$ cat config.mk
export PLATFORM = sky130hd
export DESIGN_NAME = input_port_adaptive
export DESIGN_NICKNAME = d
export VERILOG_FILES = /design/src/rtl/router_pkg.sv /design/src/rtl/sync_fifo.sv /design/src/rtl/input_port_adaptive.sv
export SDC_FILE = /design/constraint.sdc
export NUM_CORES = 1
export LEC_CHECK = 0
export ABC_AREA = 1
export BUFFER_PORTS_ARGS = -buffer_cell sky130_fd_sc_hd__buf_2
export CAP_MARGIN = 20
export CORE_MARGIN = 2
export CORE_UTILIZATION = 35
export CTS_CLUSTER_SIZE = 24
export DETAILED_ROUTE_END_ITERATION = 12
export GPL_TIMING_DRIVEN = 0
export SYNTH_ARGS = -nofsm -noshare
export SYNTH_HDL_FRONTEND = slang
export SYNTH_HIERARCHICAL = 1
export SYNTH_SLANG_ARGS = --single-unit
export TNS_END_PERCENT = 10
$ cat constraint.sdc
create_clock -name clk -period 5.7 [get_ports clk]
set_input_delay 0.57 -clock clk [delete_from_list [all_inputs] [get_ports clk]]
set_output_delay 0.57 -clock clk [all_outputs]
set_load 0.02 [all_outputs]
$ cat src/rtl/router_pkg.sv
// Shared definitions for the mesh router input port: direction codes, header
// field positions, FSM encoding and the per-hop route/rewrite function.
package router_pkg;

  localparam logic [4:0] DIR_L  = 5'b10000;
  localparam logic [4:0] DIR_R  = 5'b01000;
  localparam logic [4:0] DIR_U  = 5'b00100;
  localparam logic [4:0] DIR_D  = 5'b00010;
  localparam logic [4:0] DIR_PE = 5'b00001;

  localparam int HDR_W      = 64;
  localparam int X_SIGN_BIT = 61;
  localparam int Y_SIGN_BIT = 60;
  localparam int XH_LSB     = 48;
  localparam int YH_LSB     = 40;
  localparam int HOP_BITS   = 8;

  typedef enum logic {
    ST_IDLE = 1'b0,
    ST_REQ  = 1'b1
  } state_e;

  typedef struct packed {
    logic [4:0]       dir;
    logic [HDR_W-1:0] hdr;
  } route_t;

  // force_y selects the Y hop first (detour); without Y hops it falls back to normal XY order.
  function automatic route_t route_calc(input logic [HDR_W-1:0] flit, input logic force_y);
    route_t              r;
    logic [HOP_BITS-1:0] xh;
    logic [HOP_BITS-1:0] yh;
    r.hdr = flit;
    r.dir = DIR_PE;
    xh    = flit[XH_LSB +: HOP_BITS];
    yh    = flit[YH_LSB +: HOP_BITS];
    if (force_y && (yh != '0)) begin
      r.dir                      = flit[Y_SIGN_BIT] ? DIR_D : DIR_U;
      r.hdr[YH_LSB +: HOP_BITS]  = yh - 8'd1;
    end else if (xh != '0) begin
      r.dir                      = flit[X_SIGN_BIT] ? DIR_L : DIR_R;
      r.hdr[XH_LSB +: HOP_BITS]  = xh - 8'd1;
    end else if (yh != '0) begin
      r.dir                      = flit[Y_SIGN_BIT] ? DIR_D : DIR_U;
      r.hdr[YH_LSB +: HOP_BITS]  = yh - 8'd1;
    end
    return r;
  endfunction

endpackage

$ cat src/rtl/sync_fifo.sv
// Flit buffer with head and head+1 visibility so the port can pre-route the
// next entry in the same cycle the current head is popped.
module sync_fifo #(
  parameter int DATA_WIDTH = 64,
  parameter int DEPTH      = 4
) (
  input  logic                       clk,
  input  logic                       rst,
  input  logic                       push,
  input  logic                       pop,
  input  logic [DATA_WIDTH-1:0]      din,
  output logic [DATA_WIDTH-1:0]      head,
  output logic [DATA_WIDTH-1:0]      next,
  output logic [$clog2(DEPTH):0]     count,
  output logic                       full,
  output logic                       empty
);
  localparam int            AW     = $clog2(DEPTH);
  localparam logic [AW:0]   ONE_C  = 1;
  localparam logic [AW-1:0] ONE_P  = 1;
  localparam logic [AW:0]   FULL_C = (AW+1)'(DEPTH);

  logic [DATA_WIDTH-1:0] mem_q [DEPTH];
  logic [AW-1:0]         wr_ptr_q, wr_ptr_d;
  logic [AW-1:0]         rd_ptr_q, rd_ptr_d;
  logic [AW:0]           count_q, count_d;
  logic                  do_push, do_pop;

  assign full    = (count_q == FULL_C);
  assign empty   = (count_q == '0);
  assign count   = count_q;
  assign do_push = push && !full;
  assign do_pop  = pop && !empty;
  assign head    = mem_q[rd_ptr_q];
  assign next    = mem_q[rd_ptr_q + ONE_P];

  always_comb begin
    wr_ptr_d = wr_ptr_q;
    rd_ptr_d = rd_ptr_q;
    count_d  = count_q;
    if (do_push) wr_ptr_d = wr_ptr_q + ONE_P;
    if (do_pop)  rd_ptr_d = rd_ptr_q + ONE_P;
    case ({do_push, do_pop})
      2'b10:   count_d = count_q + ONE_C;
      2'b01:   count_d = count_q - ONE_C;
      default: count_d = count_q;
    endcase
  end

  always_ff @(posedge clk or posedge rst) begin
    if (rst) begin
      wr_ptr_q <= '0;
      rd_ptr_q <= '0;
      count_q  <= '0;
    end else begin
      wr_ptr_q <= wr_ptr_d;
      rd_ptr_q <= rd_ptr_d;
      count_q  <= count_d;
    end
  end

  always_ff @(posedge clk) begin
    if (do_push) mem_q[wr_ptr_q] <= din;
  end

endmodule

$ cat src/rtl/input_port_adaptive.sv
// Mesh router input port: buffers flits, issues a registered one-hot output
// request with a rewritten hop header, and optionally detours X-stalled flits onto Y.
module input_port_adaptive
  import router_pkg::*;
#(
  parameter int         DATA_WIDTH   = 64,
  parameter int         HOP_W        = 8,
  parameter int         BUFFER_DEPTH = 4,
  parameter logic [4:0] DIRECTION    = 5'b00001,
  parameter bit         ADAPTIVE     = 1'b1,
  parameter int         ADAPT_WAIT   = 4
) (
  input  logic                          clk,
  input  logic                          rst,
  input  logic                          si,
  input  logic [DATA_WIDTH-1:0]         datai,
  output logic                          ri,
  input  logic [4:0]                    gnt,
  output logic [4:0]                    req,
  output logic [DATA_WIDTH-1:0]         datao,
  output logic [$clog2(BUFFER_DEPTH):0] fifo_count
);
  localparam int           CW        = $clog2(BUFFER_DEPTH) + 1;
  localparam logic [CW-1:0] ONE_CNT  = 1;
  localparam logic [7:0]   WAIT_LAST = 8'(ADAPT_WAIT - 1);

  logic [DATA_WIDTH-1:0] head, nxt;
  logic [CW-1:0]         count;
  logic                  full, empty;
  logic                  push, pop, detour;
  logic [HOP_W-1:0]      head_yh;
  route_t                rt_head, rt_next, rt_detour;

  state_e                state_q, state_d;
  logic [4:0]            req_q, req_d;
  logic [DATA_WIDTH-1:0] data_q, data_d;
  logic [7:0]            wait_q, wait_d;
  logic                  adapted_q, adapted_d;

  assign ri         = !full;
  assign push       = si && !full;
  assign pop        = (state_q == ST_REQ) && ((gnt & req_q) != 5'b0);
  assign req        = req_q;
  assign datao      = data_q;
  assign fifo_count = count;
  assign head_yh    = head[YH_LSB +: HOP_W];

  sync_fifo #(
    .DATA_WIDTH (DATA_WIDTH),
    .DEPTH      (BUFFER_DEPTH)
  ) u_fifo (
    .clk   (clk),
    .rst   (rst),
    .push  (push),
    .pop   (pop),
    .din   (datai),
    .head  (head),
    .next  (nxt),
    .count (count),
    .full  (full),
    .empty (empty)
  );

  // A grant in the eligibility cycle takes priority, so detour is gated by !pop.
  assign detour = ADAPTIVE && (state_q == ST_REQ) && !pop && !adapted_q &&
                  (wait_q == WAIT_LAST) && ((req_q & (DIR_L | DIR_R)) != 5'b0) &&
                  (head_yh != '0);

  always_comb begin
    rt_head   = route_calc(head[HDR_W-1:0], 1'b0);
    rt_next   = route_calc(nxt[HDR_W-1:0], 1'b0);
    rt_detour = route_calc(head[HDR_W-1:0], 1'b1);
    state_d   = state_q;
    req_d     = req_q;
    data_d    = data_q;
    wait_d    = wait_q;
    adapted_d = adapted_q;
    case (state_q)
      ST_IDLE: begin
        req_d = 5'b0;
        if (!empty) begin
          state_d             = ST_REQ;
          req_d               = rt_head.dir;
          data_d              = head;
          data_d[HDR_W-1:0]   = rt_head.hdr;
          wait_d              = 8'd0;
          adapted_d           = 1'b0;
        end
      end
      ST_REQ: begin
        if (pop) begin
          wait_d    = 8'd0;
          adapted_d = 1'b0;
          if (count > ONE_CNT) begin
            req_d             = rt_next.dir;
            data_d            = nxt;
            data_d[HDR_W-1:0] = rt_next.hdr;
          end else begin
            state_d = ST_IDLE;
            req_d   = 5'b0;
          end
        end else if (detour) begin
          req_d             = rt_detour.dir;
          data_d            = head;
          data_d[HDR_W-1:0] = rt_detour.hdr;
          wait_d            = 8'd0;
          adapted_d         = 1'b1;
        end else if (wait_q != 8'hFF) begin
          wait_d = wait_q + 8'd1;
        end
      end
      default: begin
        state_d = ST_IDLE;
        req_d   = 5'b0;
      end
    endcase
  end

  always_ff @(posedge clk or posedge rst) begin
    if (rst) begin
      state_q   <= ST_IDLE;
      req_q     <= 5'b0;
      wait_q    <= 8'd0;
      adapted_q <= 1'b0;
    end else begin
      state_q   <= state_d;
      req_q     <= req_d;
      wait_q    <= wait_d;
      adapted_q <= adapted_d;
    end
  end

  always_ff @(posedge clk) begin
    data_q <= data_d;
  end

  a_no_uturn: assert property (@(posedge clk) disable iff (rst)
    (DIRECTION == DIR_PE) || ((req_q & DIRECTION) == 5'b0));

endmodule

==> metrics, run 1 <==
status=finished clean; Hold Crit Start=datai[19]; Die Height=around 230 um; Crit. Startpoint=u_fifo/rd_ptr_q[1]; Worst Hold Class=in -> reg; Root Buffer=clkbuf_16; max-capacitance violation count=0; P_int=0.00718 W; slowest cell on the critical path=clkbuf_1; Worst VDD drop=about 220 uV; CTS tree=yes; DR pass1 iterations=7; Net Count, Synth=roughly 2000; most instantiated cells after synthesis=758 x nand2_1, 320 x edfxtp_1, 196 x inv_1, 143 x o21ai_0, 125 x o211ai_1; antenna violations before repair=9; Crit. End Element=flop; P_sw=~0.0060 W; Fin. Hold Viols=0; Setup TNS Final=0 ns; Post-Route WL=51.8 mm; RSZ-0062 raised after global routing=no; PnR Total Power=0.0131 W; Max Fclk=0.237 GHz; Worst R2R Setup Slack=~1.5 ns; Reg power frac=0.302; critical path class=reg -> reg; number of setup buffers added after CTS=0; Max Slew Vio Count=0; period utilisation layout=0.740; Worst-Skew Late Latency=roughly 0.57 ns; mean instance size in the synthesized netlist=a little over 9 sq um; CTS sink count=about 340; worst slew pin tran=between 0.9 and 1 ns; minimum clock period=between 4 and 5 ns; area leader, netlist=edfxtp_1; nets@finish=2193; layout cells sized above 1=0.150; fraction of registers with async set/reset=0.0643; Synth Flop Type=edfxtp_1; Combinational Power Share=0.506; routing usage on met3=0.0333; Remaining DRCs=0; worst rel slew slack=0.341; final instance area=approximately 20000 sq um; Crit Path Max Fanout=22; deepest clock path buffer count=3; Final Setup Violations=0; WP data arrival=between 4 and 5 ns; CP cell instances=buf_2 -> inv_2 -> clkbuf_1 -> o211ai_1 -> nand2_1 -> inv_1 -> ha_1 -> nand3_2 -> nor2_4 -> nand2_4 -> nand2_2 -> nand2_4 -> nand2_2 -> a21oi_4 -> buf_16 -> buf_16; RePlAce Congestion=0.892; area of the mapped netlist=roughly 17000 sq um; first-pass GRT wire length=a little under 80 mm; Fin Hold WS=around 0.21 ns; grt total ovfl=0; ranking of synthesized cells by area=edfxtp_1 55%, nand2_1 16%, o211ai_1 5.4%, inv_1 4.2%, o21ai_0 4.1%; Fillers=approximately 4700; DRT iter0 DRCs=approximately 1400; Leakage=a little under 9 nW; Initial Utilization=0.354; CP peak stage delay=around 0.57 ns; vias per cell=5.08; Total GRT Usage=0.201; Routed wire per std cell=roughly 18 um; Layout Utilization=0.418; DIE WIDTH=between 200 and 250 um; post-synthesis cell count=~1900; Worst R2R Start=u_fifo/rd_ptr_q[1]; pin count of the biggest net entering global routing=27; P per Cell Area=about 640 nW/um^2; Post-DRT Antenna Nets=0; Core Rows=81; FF+latch count, synth=342; Post-synth EDFFs=320; die outline area=around 50000 sq um; number of buffers added on ports=around 140; Post-DP HPWL=~35 mm; M1 GR Usage=0.261; vias in the first global route=13800; Net Sw Frac=0.453; H-tree Lvls=2; most frequent cell after synthesis=nand2_1; Clock Pin Slew Worst Setup and Hold Paths=0.06 ns; area of the core=a little under 50000 sq um; top-area cell type share of the netlist area=0.555; sequential-to-total area share from yosys stat=0.586; CP Launch Type=flop; Unique masters post-synth=35; M2 GR Usage=0.333; Worst Skew=0.0230 ns; CP required=5.96 ns; total CTS buffers=38; clock power share=0.193; Top Ports=about 150; busiest grt layer=met2; Placed Area=19200 sq um; vias=14200; Syn. warnings=6; Syn-to-layout area delta=18.1%
[layer usage]
metal / vias to the layer above / routed length (um) / share of wire
met5: - / 81 / 0.0016
met4: 12 / 1480 / 0.029
met3: 115 / 4070 / 0.079
met2: 641 / 24600 / 0.48
met1: 6696 / 21500 / 0.42
li1: 6776 / - / -
[power groups by stage]
stage          registers (W)  clock network (W)  logic (W)
2_1_floorplan        0.00439                  0    0.00388
3_3_place_gp         0.00410                  0    0.00622
3_5_place_dp         0.00401                  0    0.00658
4_1_cts              0.00397            0.00259    0.00661
5_1_grt              0.00402            0.00268    0.00731
6_report             0.00396            0.00253    0.00665
[timing repair]
item / in CTS / in global routing
resized for setup: 0 / 0
endpoints found under the hold margin: 7 / 0
hold buffers: 1 / 0
[path summary, 6_finish.rpt]
check | endpoint | cells after the start
worst max-delay path | datao[0] | 16
worst min-delay path | u_fifo/mem_q[2][19] | 1
worst max register to register | datao[0] | 16
worst min register to register | adapted_q | 2
max in group asynchronous | req[2] | 3
min in group asynchronous | u_fifo/wr_ptr_q[1] | 3
[flip-flops by register name, summed over array words and instances, names as in the netlist]
signal,flops
adapted_q,1
datao,64
req,5
state_q,1
u_fifo/count,3
u_fifo/mem_q,256
u_fifo/rd_ptr_q,2
u_fifo/wr_ptr_q,2
wait_q,8
[cells in the final DEF (no fill, tap or decap), drive strengths merged]
| cell | count |
|---|---|
| nand2 | 765 |
| edfxtp | 320 |
| buf | 225 |
| inv | 207 |
| o21ai | 176 |
| o211ai | 125 |
| clkbuf | 78 |
| nor2 | 70 |
| a21oi | 41 |
| nand3 | 35 |
| dfrtp | 22 |
| clkinv | 14 |
| xor2 | 13 |
| ha | 10 |
| nand4 | 8 |
| nor3 | 7 |
| bufinv | 5 |
| a31oi | 4 |
| diode | 3 |
| clkinvlp | 3 |
| nand3b | 2 |
| or2 | 2 |
| xnor2 | 2 |
| a22oi | 1 |
| o31ai | 1 |
| dlygate4sd3 | 1 |
| fa | 1 |
[kinds of logic after synthesis]
family / after synthesis / share of synthesized area
fa+ha+maj: 11 / 0.00838
xor+xnor: 15 / 0.00758
simple gates: 889 / 0.202
compound gates: 348 / 0.120
buf+inv: 309 / 0.0761
flops: 342 / 0.586
[worst max-delay path: cells and delay by family, from the launching register on]
family                     cells  cell delay [ns]
AOI/OAI and AO/OA              2             0.67
DFF                            1             0.51
buffers and inverters          6             1.56
and+or+nand+nor                7             0.85
adders and majority gates      1             0.28
[metrics by stage]
| stage | setup WS, ns | instances |
|---|---|---|
| floorplan | 0.0607 | 1914 |
| global placement | -3.10 | 2722 |
| detailed placement | 1.54 | 2733 |
| CTS | 1.51 | 2802 |
| global route | 1.30 | 2804 |
| finish | 1.48 | 2805 |
[final cells by class]
cell class | instances | area [sq um] | area share
flip-flops and latches | 342 | 10200 | 0.496
multi-input cells | 1263 | 5890 | 0.288
clock buffers | 45 | 1040 | 0.0509
repair buffers | 156 | 966 | 0.0472
well taps | 664 | 831 | 0.0406
inverters | 206 | 773 | 0.0378
plain buffers | 103 | 546 | 0.0267
clock inverters | 23 | 253 | 0.0124
diodes | 3 | 7.51 | 0.000367
No activity file was read; power rests on OpenSTA's default activity.
==> inputs of run 2 (changes only) <==
Clock period 5.7 ns to 4 ns, I/O delays scaled along.
==> metrics, run 2 (synthesis results as in run 1) <==
minimum clock period=3.69 ns (-0.530 ns); Worst Hold Class=in -> reg; RePlAce Congestion=0.917 (+2.8%); period utilisation layout=0.921 (+0.182); Worst R2R Setup Slack=0.31 ns (-1.17 ns); CTS sink count=342 (unchanged); DR pass1 iterations=6 (-1); vias=14000 (-1.6%); R2R depth=18 (+2); Max Slew Vio Count=0 (unchanged); hold depth=1 (unchanged); nets@finish=2194 (+0.046%); Die Height=226 um (unchanged); Top reg by flops=u_fifo/mem_q; Post-Route WL=51.4 mm (-0.75%); Hold Crit Start=datai[1]; CP required=4.26 ns (-1.70 ns); most frequent cells in the layout=758 x nand2_1, 320 x edfxtp_1, 196 x inv_1, 193 x buf_2, 143 x o21ai_0; area of the core=49000 sq um (unchanged); Routed wire per std cell=18.3 um (-0.68%); grt total ovfl=0 (unchanged); pre-CTS setup slack=-0.127 ns (-1.67 ns); Clock Pin Slew Worst Setup and Hold Paths=0.06 ns (about the same); Worst VDD drop=345 uV (+56%); Worst Setup Slack, final=0.315 ns (-1.17 ns); Layout Utilization=0.414 (-0.00383); Post-DP HPWL=35.3 mm (+0.39%); CTS tree=yes; H-tree Lvls=2 (unchanged); die outline area=51300 sq um (unchanged); Fin. Hold Viols=0 (unchanged); total CTS buffers=37 (-2.6%); leading cell type in the layout, fill and taps excluded=nand2_1; Top Ports=145 (unchanged); layout cells sized above 1=0.148 (-0.00253); Worst Skew=0.0235 ns (+0.000426 ns); worst slew pin tran=0.846 ns (-0.139 ns); Worst-Skew Late Latency=0.57 ns (about the same); max reg flops=256 (unchanged); P per Cell Area=899 nW/um^2 (+40%); pin count of the biggest net entering global routing=28 (+3.7%); Core Rows=81 (unchanged); max-capacitance violation count=0 (unchanged); worst rel slew slack=0.434 (+0.0931); Total GRT Usage=0.199 (-0.00226); DIE WIDTH=226 um (unchanged); CP Launch Type=flop; first-pass GRT wire length=76.4 mm (-2.1%); Syn-to-layout area delta=17.0%; vias in the first global route=13600 (-1.3%); Max Fclk=0.271 GHz (+14%); Worst R2R Start=u_fifo/rd_ptr_q[0]; WP data arrival=3.94 ns (-0.53 ns); Final Setup Violations=0 (unchanged); Remaining DRCs=0 (unchanged); Leakage=8.76 nW (-0.98%); Initial Utilization=0.354 (unchanged); RSZ-0062 raised after global routing=no; critical path class=reg -> reg; FF-to-FF End=datao[23]; number of buffers added on ports=144 (unchanged); Crit Path Max Fanout=23 (+4.5%); Worst Hold End=u_fifo/mem_q[0][1]; Root Buffer=clkbuf_16; deepest clock path buffer count=3 (unchanged); Crit. End Element=flop; vias per cell=5.00 (-1.6%); Post-DRT Antenna Nets=0 (unchanged); status=finished clean; antenna violations before repair=9 (unchanged); DRT iter0 DRCs=1333 (-4.0%)
## run 2: cell types whose count changed in the layout (fill, tap and decap cells not counted), sizes merged
| cell | previous run | this run |
|---|---|---|
| bufinv | 5 | 0 |
| buf | 225 | 227 |
| diode | 3 | 5 |
| inv | 207 | 209 |
| clkbuf | 78 | 77 |
| clkinv | 14 | 13 |
| clkinvlp | 3 | 2 |
## run 2: power breakdown
part,internal [W],switching (W)
sequential,0.00530,0.000326
combinational,0.00281,0.00674
clock,0.00170,0.00136
total,0.00981,0.00842
## run 2: per-layer routing
layer / GRT usage / part of all wire / vias up / wire length, um
li1: - / - / 6771 / -
met5: 0 / 0.0013 / - / 67
met2: 0.334 / 0.48 / 489 / 24700
met3: 0.0336 / 0.069 / 110 / 3550
met4: 0.0885 / 0.031 / 10 / 1590
met1: 0.251 / 0.42 / 6628 / 21500
## run 2: critical path: stages, from the launching register on
cell,delay (ns)
dfrtp_1,0.36
buf_4,0.18
inv_2,0.17
buf_6,0.18
buf_6,0.16
buf_2,0.31
o211ai_1,0.13
nand2_1,0.18
inv_1,0.12
ha_1,0.28
nand3_2,0.12
nor2_4,0.05
nand2_4,0.15
nand2_2,0.09
nand2_4,0.09
nand2_2,0.13
a21oi_4,0.24
buf_16,0.19
buf_16,0.19
## run 2: layout make-up
cell class	count	area (sq um)
inverters	206	773
well taps	664	831
multi-input cells	1263	5890
flip-flops and latches	342	10200
fillers	4720	28700
plain buffers	103	549
diodes	5	12.5
clock buffers	44	952
clock inverters	18	97.6
repair buffers	158	1010
## run 2: repair_timing
| item | in CTS | in global routing |
|---|---|---|
| gates resized for setup | 2 | 2 |
| endpoints found under the hold margin | 22 | 0 |
| gates cloned | 0 | 0 |
| pin swaps | 0 | 0 |
| endpoints found under the setup margin | 40 | 39 |
| setup buffers | 0 | 1 |
| hold buffers | 1 | 0 |
## run 2: how the worst max path moves through the flow
stage | endpoint | start | slack (ns) | depth (start not counted)
final | datao[23] | u_fifo/rd_ptr_q[0] | 0.31 | 18
after global placement | u_fifo/mem_q[2][35] | u_fifo/count[1] | -3.03 | 6
after detailed placement | datao[21] | u_fifo/rd_ptr_q[1] | -0.13 | 16
after global routing | datao[23] | u_fifo/rd_ptr_q[0] | 0.12 | 18
after floorplan | u_fifo/mem_q[0][0] | u_fifo/count[0] | -0.24 | 6
after CTS | datao[23] | u_fifo/rd_ptr_q[1] | 0.01 | 16
## run 2: metrics by stage
step | hold WS (ns) | TNS, ns | instances | cell area (sq um) | total power (W)
after floorplan | 0.203 | -61.17 | 1914 | 17300 | 0.0118
after global placement | 0.373 | -826.59 | 2722 | 18900 | 0.0148
after detailed placement | 0.371 | -2.84 | 2734 | 19200 | 0.0151
after CTS | 0.0248 | 0 | 2797 | 20200 | 0.0182
after global routing | 0.0503 | 0 | 2799 | 20300 | 0.0195
final | 0.0513 | 0 | 2803 | 20300 | 0.0182
